<file path="src/rtl/arm_mem_pkg.sv">
// arm_mem_pkg: shared types and constants for the unified-memory arbiter
package arm_mem_pkg;
  typedef enum logic [1:0] {S_IDLE, S_ISSUE, S_WAIT} state_e;
  typedef enum logic {OWN_IF, OWN_D} owner_e;
  localparam int INSTR_W = 32;
  localparam int STARVE_MAX_DEF = 4;
endpackage

</file>
<file path="src/rtl/arb_starve_ctr.sv">
// arb_starve_ctr: saturating count of data grants made while fetch waits
module arb_starve_ctr #(
  parameter int MAX = 4,
  localparam int W = $clog2(MAX + 1)
) (
  input  logic         clk,
  input  logic         rst,
  input  logic         inc,
  input  logic         clr,
  output logic         at_max,
  output logic [W-1:0] cnt
);
  assign at_max = cnt == W'(MAX);
  // count up to MAX and hold there; clear wins over increment
  always_ff @(posedge clk or posedge rst)
    if (rst) cnt <= '0;
    else if (clr) cnt <= '0;
    else if (inc && !at_max) cnt <= cnt + 1'b1;
endmodule

</file>
<file path="src/rtl/mem_arbiter.sv">
// mem_arbiter: single-outstanding arbiter sharing one memory between fetch and data ports
module mem_arbiter
  import arm_mem_pkg::*;
#(
  parameter int ADDR_W = 64,
  parameter int DATA_W = 64,
  parameter int STARVE_MAX = STARVE_MAX_DEF
) (
  input  logic              clk,
  input  logic              rst,
  input  logic              if_req,
  input  logic [ADDR_W-1:0] if_addr,
  input  logic              if_flush,
  output logic              if_gnt,
  output logic              if_valid,
  output logic [INSTR_W-1:0] if_rdata,
  input  logic              d_req,
  input  logic              d_we,
  input  logic [ADDR_W-1:0] d_addr,
  input  logic [DATA_W-1:0] d_wdata,
  output logic              d_gnt,
  output logic              d_valid,
  output logic [DATA_W-1:0] d_rdata,
  output logic              mem_en,
  output logic              mem_we,
  output logic [ADDR_W-1:0] mem_addr,
  output logic [DATA_W-1:0] mem_wdata,
  input  logic [DATA_W-1:0] mem_rdata,
  input  logic              mem_ack
);
  state_e state, state_n;
  owner_e owner;
  logic we_q, flush_pend, if_cand, pick_if, win, ack, sup, at_max;
  logic [ADDR_W-1:0] addr_q;
  logic [DATA_W-1:0] wdata_q;
  logic [$clog2(STARVE_MAX+1)-1:0] starve_cnt;

  assign if_cand = if_req & ~if_flush;
  assign pick_if = if_cand & (~d_req | at_max);
  assign win = d_req | if_cand;
  assign ack = state == S_WAIT && mem_ack;
  assign sup = flush_pend | if_flush;

  // state register
  always_ff @(posedge clk or posedge rst)
    if (rst) state <= S_IDLE;
    else state <= state_n;

  // next state: arbitrate in idle, one issue cycle, wait for ack
  always_comb
    state_n = state == S_IDLE ? (win ? S_ISSUE : S_IDLE) :
              state == S_ISSUE ? S_WAIT : (mem_ack ? S_IDLE : S_WAIT);

  // memory strobes and grants are driven only during the issue cycle
  always_comb begin
    mem_en = state == S_ISSUE;
    if_gnt = mem_en && owner == OWN_IF;
    d_gnt = mem_en && owner == OWN_D;
    mem_we = d_gnt & we_q;
    mem_addr = addr_q;
    mem_wdata = wdata_q;
  end

  // capture the winning request so the requester may move on after its grant
  always_ff @(posedge clk or posedge rst)
    if (rst) begin
      owner <= OWN_IF;
      we_q <= 1'b0;
      addr_q <= '0;
      wdata_q <= '0;
    end else if (state == S_IDLE && win) begin
      owner <= pick_if ? OWN_IF : OWN_D;
      we_q <= ~pick_if & d_we;
      addr_q <= pick_if ? if_addr : d_addr;
      wdata_q <= pick_if ? '0 : d_wdata;
    end

  // remember a flush of the in-flight fetch until the transaction retires
  always_ff @(posedge clk or posedge rst)
    if (rst) flush_pend <= 1'b0;
    else if (state_n == S_IDLE) flush_pend <= 1'b0;
    else if (state != S_IDLE && owner == OWN_IF && if_flush) flush_pend <= 1'b1;

  // register the response; read data holds between valid pulses
  always_ff @(posedge clk or posedge rst)
    if (rst) begin
      if_valid <= 1'b0;
      d_valid <= 1'b0;
      if_rdata <= '0;
      d_rdata <= '0;
    end else begin
      if_valid <= ack && owner == OWN_IF && !sup;
      d_valid <= ack && owner == OWN_D;
      if (ack && owner == OWN_IF && !sup)
        if_rdata <= addr_q[2] ? mem_rdata[2*INSTR_W-1:INSTR_W] : mem_rdata[INSTR_W-1:0];
      if (ack && owner == OWN_D) d_rdata <= we_q ? '0 : mem_rdata;
    end

  arb_starve_ctr #(.MAX(STARVE_MAX)) u_starve (
    .clk(clk),
    .rst(rst),
    .inc(d_gnt & if_req),
    .clr(if_gnt | (d_gnt & ~if_req)),
    .at_max(at_max),
    .cnt(starve_cnt)
  );
endmodule

</file>
<file path="config.mk">
export PLATFORM = sky130hd
export DESIGN_NAME = mem_arbiter
export DESIGN_NICKNAME = d
export VERILOG_FILES = /design/src/rtl/arm_mem_pkg.sv /design/src/rtl/arb_starve_ctr.sv /design/src/rtl/mem_arbiter.sv
export SDC_FILE = /design/constraint.sdc
export NUM_CORES = 1
export LEC_CHECK = 0
export CORE_AREA = 2 2 190 192
export DETAILED_ROUTE_END_ITERATION = 12
export DIE_AREA = 0 0 192 194
export GPL_TIMING_DRIVEN = 0
export PLACE_DENSITY_LB_ADDON = 0.25
export SKIP_LAST_GASP = 1
export SLEW_MARGIN = 25
export SYNTH_ARGS = -nofsm -noshare
export SYNTH_HDL_FRONTEND = slang
export SYNTH_HIERARCHICAL = 1
export SYNTH_SLANG_ARGS = --single-unit
</file>
<file path="constraint.sdc">
create_clock -name clk -period 7.8 [get_ports clk]
set_input_delay 1.95 -clock clk [delete_from_list [all_inputs] [get_ports clk]]
set_output_delay 1.95 -clock clk [all_outputs]
set_load 0.005 [all_outputs]
</file>
=== Word level (Yosys, flattened, before mapping) ===
Index checks and enable logic that the tools add are counted.

* $add $sub $neg: 1
* Multipliers: 0
* Divide/modulo/power cells: 0
* Order comparisons: 0
* Equality and inequality tests: 3
* Shift-type cells: 0
* Muxes and demuxes: 13
* Bitwise operators: 15
* Reductions and logical operators: 17

{| class="wikitable"
|+ Operators by type and width
! kind !! count
|-
| two-way mux 64 bit || 3
|-
| two-way mux 32 bit || 1
|-
| logical AND 1 bit || 10
|-
| bitwise AND 1 bit || 6
|-
| two-way mux 2 bit || 3
|-
| two-way mux 3 bit || 2
|-
| nonzero test 2 bit || 3
|-
| NOT 1 bit || 5
|-
| logical NOT 2 bit || 2
|-
| two-way mux 1 bit || 4
|-
| OR 1 bit || 4
|-
| adder 3 x 1 -> 3 bit, second input constant || 1
|-
| equality test 3 bit, second input constant || 1
|-
| equality test 2 x 1 -> 1 bit, second input constant || 1
|-
| equality test 2 bit, second input constant || 1
|-
| logical NOT 1 bit || 2
|}

* Bits in registers: 234
* Bits in latches: 0
* Memory bits (writable): 0
* Memory bits (read-only): 0
* Memories kept: 0

=== Depth between registers and ports, before layout ===
* Depth in word-level cells: 7
* Depth in mapped cells: 8
* Depth with buffers taken out: 6

=== Modules after synthesis ===
The synthesis kept the hierarchy.

{| class="wikitable"
|+ Modules (own cells, without submodules)
! module !! instances !! cells an instance !! area an instance (µm²) !! seq. area each (µm²)
|-
| mem_arbiter || 1 || 1,004 || 9,928.3 || 5,780.5
|-
| arb_starve_ctr || 1 || 19 || 196.4 || 75.1
|}

=== Worst setup path before layout ===
Ideal clock, no wire load.

* Path type: input to register
* From: in if_req
* To: reg wdata_q[10], in the netlist mem_wdata[10]
* Data arrival time: 2.803 ns
* Required time: 7.668 ns
* Setup slack: 4.865 ns
* Stages on the path: 5
* Cell sequence: nor2b_2 o21ai_4 buf_6 clkbuf_1 o21ai_1

* Longest elaborated chain between the ends: 3
* Elaborated cells between the ends (all ways): 5
* Those cells by class: 1 x mux; 3 x bitwise; 1 x reduce/logical

{| class="wikitable"
|+ Ends and longest elaborated chain
! what !! RTL line !! source
|-
| from (decl) || mem_arbiter.sv:11 || <nowiki>input logic if_req,</nowiki>
|-
| bitwise AND 1 bit * || mem_arbiter.sv:38 || <nowiki>assign if_cand = if_req & ~if_flush;</nowiki>
|-
| bitwise AND 1 bit or OR 1 bit (tied branches) || mem_arbiter.sv:39, mem_arbiter.sv:40 ||
|-
| two-way mux 64 bit or logical AND 1 bit (tied branches) || mem_arbiter.sv:75, mem_arbiter.sv:71 ||
|-
| to (signal assigned) || mem_arbiter.sv:75 || <nowiki>wdata_q <= pick_if ? '0 : d_wdata;</nowiki>
|-
| to (decl) || mem_arbiter.sv:35 || <nowiki>logic [DATA_W-1:0] wdata_q;</nowiki>
|}

Every way passes the cells marked *; elsewhere a longest branch is shown, timed or not.
A chain may end at the register's enable or synchronous reset.

=== Final worst setup path ===
* From: reg we_q
* To: out mem_we

* Longest elaborated chain between the ends: 1

{| class="wikitable"
|+ Ends and longest elaborated chain
! what !! RTL line !! source
|-
| from (decl) || mem_arbiter.sv:33 || <nowiki>logic we_q, flush_pend, if_cand, pick_if, win, ack, sup, at_max;</nowiki>
|-
| from (signal assigned) || mem_arbiter.sv:73 || <nowiki>we_q <= ~pick_if & d_we;</nowiki>
|-
| bitwise AND 1 bit || mem_arbiter.sv:59 || <nowiki>mem_we = d_gnt & we_q;</nowiki>
|-
| to (decl) || mem_arbiter.sv:25 || <nowiki>output logic mem_we,</nowiki>
|}

No other way between the ends.

==> key figures <==
Status
  – Status: completed

Global routing
  – First-pass GRT wire length: 57,820 um
  – Vias in the first global route: 9,653
  – Initial antenna violation count: 3
  – Largest net degree at the start of global routing: 31
  – Global Route Usage Sum: 20.22%
  – Total congestion overflow: 0

Routing
  – Routed len/inst: 19.22 um
  – DR vias/cell: 4.589
  – Via Count: 9,302
  – DRC viols: 0
  – First DRT Iteration DRCs: 330
  – 1st-pass router iterations: 4
  – Detail Route Antenna Nets: 0
  – Final wirelength: 38,970 um

Pwr
  – Power per cell area: 351.6 nW/um^2
  – Int Pwr: 3.874 mW
  – Clk pwr share: 19.8%
  – Worst vdd ir: 0.1751 mV
  – Switching Share: 33.61%
  – Leakage Power: 7.602 nW
  – NetSw: 1.961 mW
  – Comb pwr share: 45.0%
  – Sequential share of power: 35.3%

Logic synthesis
  – Yosys top cell by area: dfrtp_1
  – Distinct cell type count after synthesis: 31
  – Top-count cell post-synth: nand2_1
  – Mapped Nets: 1,288
  – Syn Inst Count: 1,023
  – Synth Area per Inst: 9.897 um^2
  – EDFF count, synth: 0
  – Asr flop ratio synth: 100.0%
  – Synth top area share: 57.83%
  – YS warnings: 6
  – Ys flop type: dfrtp_1
  – Seq/Total Area, Yosys: 57.83%
  – Top post-synthesis cells by area: dfrtp_1, nand2_1, o21ai_1, mux2i_1, nand2b_1
  – Cell area after synthesis: 10,120 um^2
  – FF+latch count, synth: 234
  – Commonest cells post-synth: nand2_1, dfrtp_1, o21ai_1

Floorplanning
  – Rows: 69
  – Die Width: 192 um
  – DIE AREA: 37,250 um^2
  – # IOs: 493
  – Core area: 35,220 um^2
  – Initial Utilization: 28.74%
  – Die height: 194 um

Layout
  – Fill count: 3,422
  – Synth-to-Final Area Change: 63.91%
  – Final Net Count: 1,818
  – Layout cells sized above 1: 6.394%

Clock tree
  – CTS tree: yes
  – Worst-skew pair later-pin latency: 530 ps
  – Root buf cell: clkbuf_16
  – Hold-fix buffers, CTS: 0
  – CTS Sinks: 234
  – Clock transition at path regs: 60 ps
  – PostCTS Resize Cnt: 0
  – Post-CTS repair timing setup buffer count: 0
  – Htree depth: 1
  – CTS buffer count: 27
  – Max clock buf depth: 3

Worst setup path
  – Critical Path AT: 2210 ps
  – R2R Setup Slk: 5650 ps
  – Worst Path Required: 5850 ps
  – Crit path launch type: register
  – Crit path max fanout: 10
  – Depth of the most critical reg-to-reg path: 7
  – Worst Setup Path Type: register to primary output
  – Worst setup EP type: primary output

Timing
  – Max Freq: 240.4 MHz
  – RSZ-0062 raised after global routing: no
  – Period utilisation layout: 53.33%
  – Hold Slack: 477.9 ps
  – Tmin final: 4160 ps
  – Slew Viols, Final: 0
  – Fin worst setup slack: 3640 ps
  – Clock skew: 10.47 ps
  – Fin. Hold Viols: 0
  – Setup violations, final: 0
  – Actual slew at the worst max-slew pin: 632.4 ps
  – Sum Neg Setup Slack: 0 ps
  – Rel. slew slack: 57.84%

Min path
  – Worst hold path type: register to register
  – Worst hold path stage count: 2

Place
  – Port Buffers: 492
  – Place WS: 3839 ps
  – Hpwl dp: 30,790 um
  – Placer Congestion: 0.8504

Job
  – Maxcap violations: 0
layer usage:
metal  up-vias  track usage (%)  routed length (um)
met2       350            37.68               20230
met4         2            5.061                 827
met5         -                0                  13
met1      4458            22.81               14860
li1       4437                -                   -
met3        55            4.977                3032
worst max-delay path: stages (launching register included):
cell and delay (ps):
dfrtp_1 370, clkbuf_1 500, and3_1 260, clkdlybuf4s50_1 530
layout by cell type (no fill, tap or decap), types with 3 or more instances in the layout:
cell type / netlist / final
clkdlybuf4s50_1: 0 / 492
clkbuf_16: 0 / 27
a21oi_1: 3 / 3
buf_12: 0 / 8
inv_2: 3 / 3
nand2b_1: 67 / 67
dfrtp_1: 234 / 234
clkbuf_1: 28 / 33
buf_6: 7 / 7
clkinv_2: 0 / 3
mux2i_1: 97 / 97
inv_1: 6 / 5
nand2_1: 290 / 290
buf_2: 24 / 24
o21ai_1: 196 / 196
o21ai_0: 29 / 29
buf_4: 15 / 15
clkbuf_8: 0 / 4
stage by stage:
step | cells | area [um^2] | utilization, % | power (mW)
floorplan | 1023 | 10130 | - | 3.053
global placement | 1976 | 15630 | 44.37 | 4.689
detailed placement | 1985 | 15820 | 44.91 | 4.745
CTS | 2025 | 16590 | 47.10 | 5.930
global route | 2027 | 16600 | 47.12 | 6.227
finish | 2027 | 16600 | 47.12 | 5.835
flip-flops by register name, indices dropped and copies added (netlist names):
register	cells
d_rdata	64
mem_addr	64
mem_wdata	64
if_rdata	32
u_starve/cnt	3
state	2
d_valid	1
flush_pend	1
if_valid	1
owner	1
we_q	1
cell type report:
| cell class | count | area (um^2) | share of cell area [%] |
|---|---|---|---|
| clock inverter | 4 | 23.77 | 0.1432 |
| timing repair buffer | 501 | 5112 | 30.81 |
| sequential | 234 | 5856 | 35.28 |
| inverter | 9 | 37.54 | 0.2262 |
| tap | 461 | 576.8 | 3.476 |
| buffer | 75 | 420.4 | 2.533 |
| clock buffer | 36 | 749.5 | 4.516 |
| antenna | 2 | 5.005 | 0.03016 |
| multi-input combinational | 705 | 3815 | 22.99 |
power by group through the flow:
stage,logic (mW),clock network (mW),registers [mW]
3_5_place_dp,2.67,0,2.08
6_report,2.62,1.15,2.06
3_3_place_gp,2.64,0,2.05
4_1_cts,2.68,1.19,2.06
2_1_floorplan,0.966,0,2.09
5_1_grt,2.87,1.24,2.12
final timing paths:
kind                                       from         endpoint
worst max-delay path                       we_q           mem_we
worst min-delay path                d_rdata[41]      d_rdata[41]
worst max register to register  u_starve/cnt[0]      mem_addr[2]
worst min register to register      d_rdata[41]      d_rdata[41]
max in group asynchronous                   rst      mem_addr[9]
min in group asynchronous                   rst  u_starve/cnt[2]
cells by family after synthesis:
logic type / after synthesis / share of synthesized area (%)
buf+inv: 84 / 4.486
mux: 99 / 9.849
compound gates: 232 / 11.72
flops: 234 / 57.83
simple gates: 372 / 15.87
fa+ha+maj: 2 / 0.2471
(Power assumes the default switching activity.)
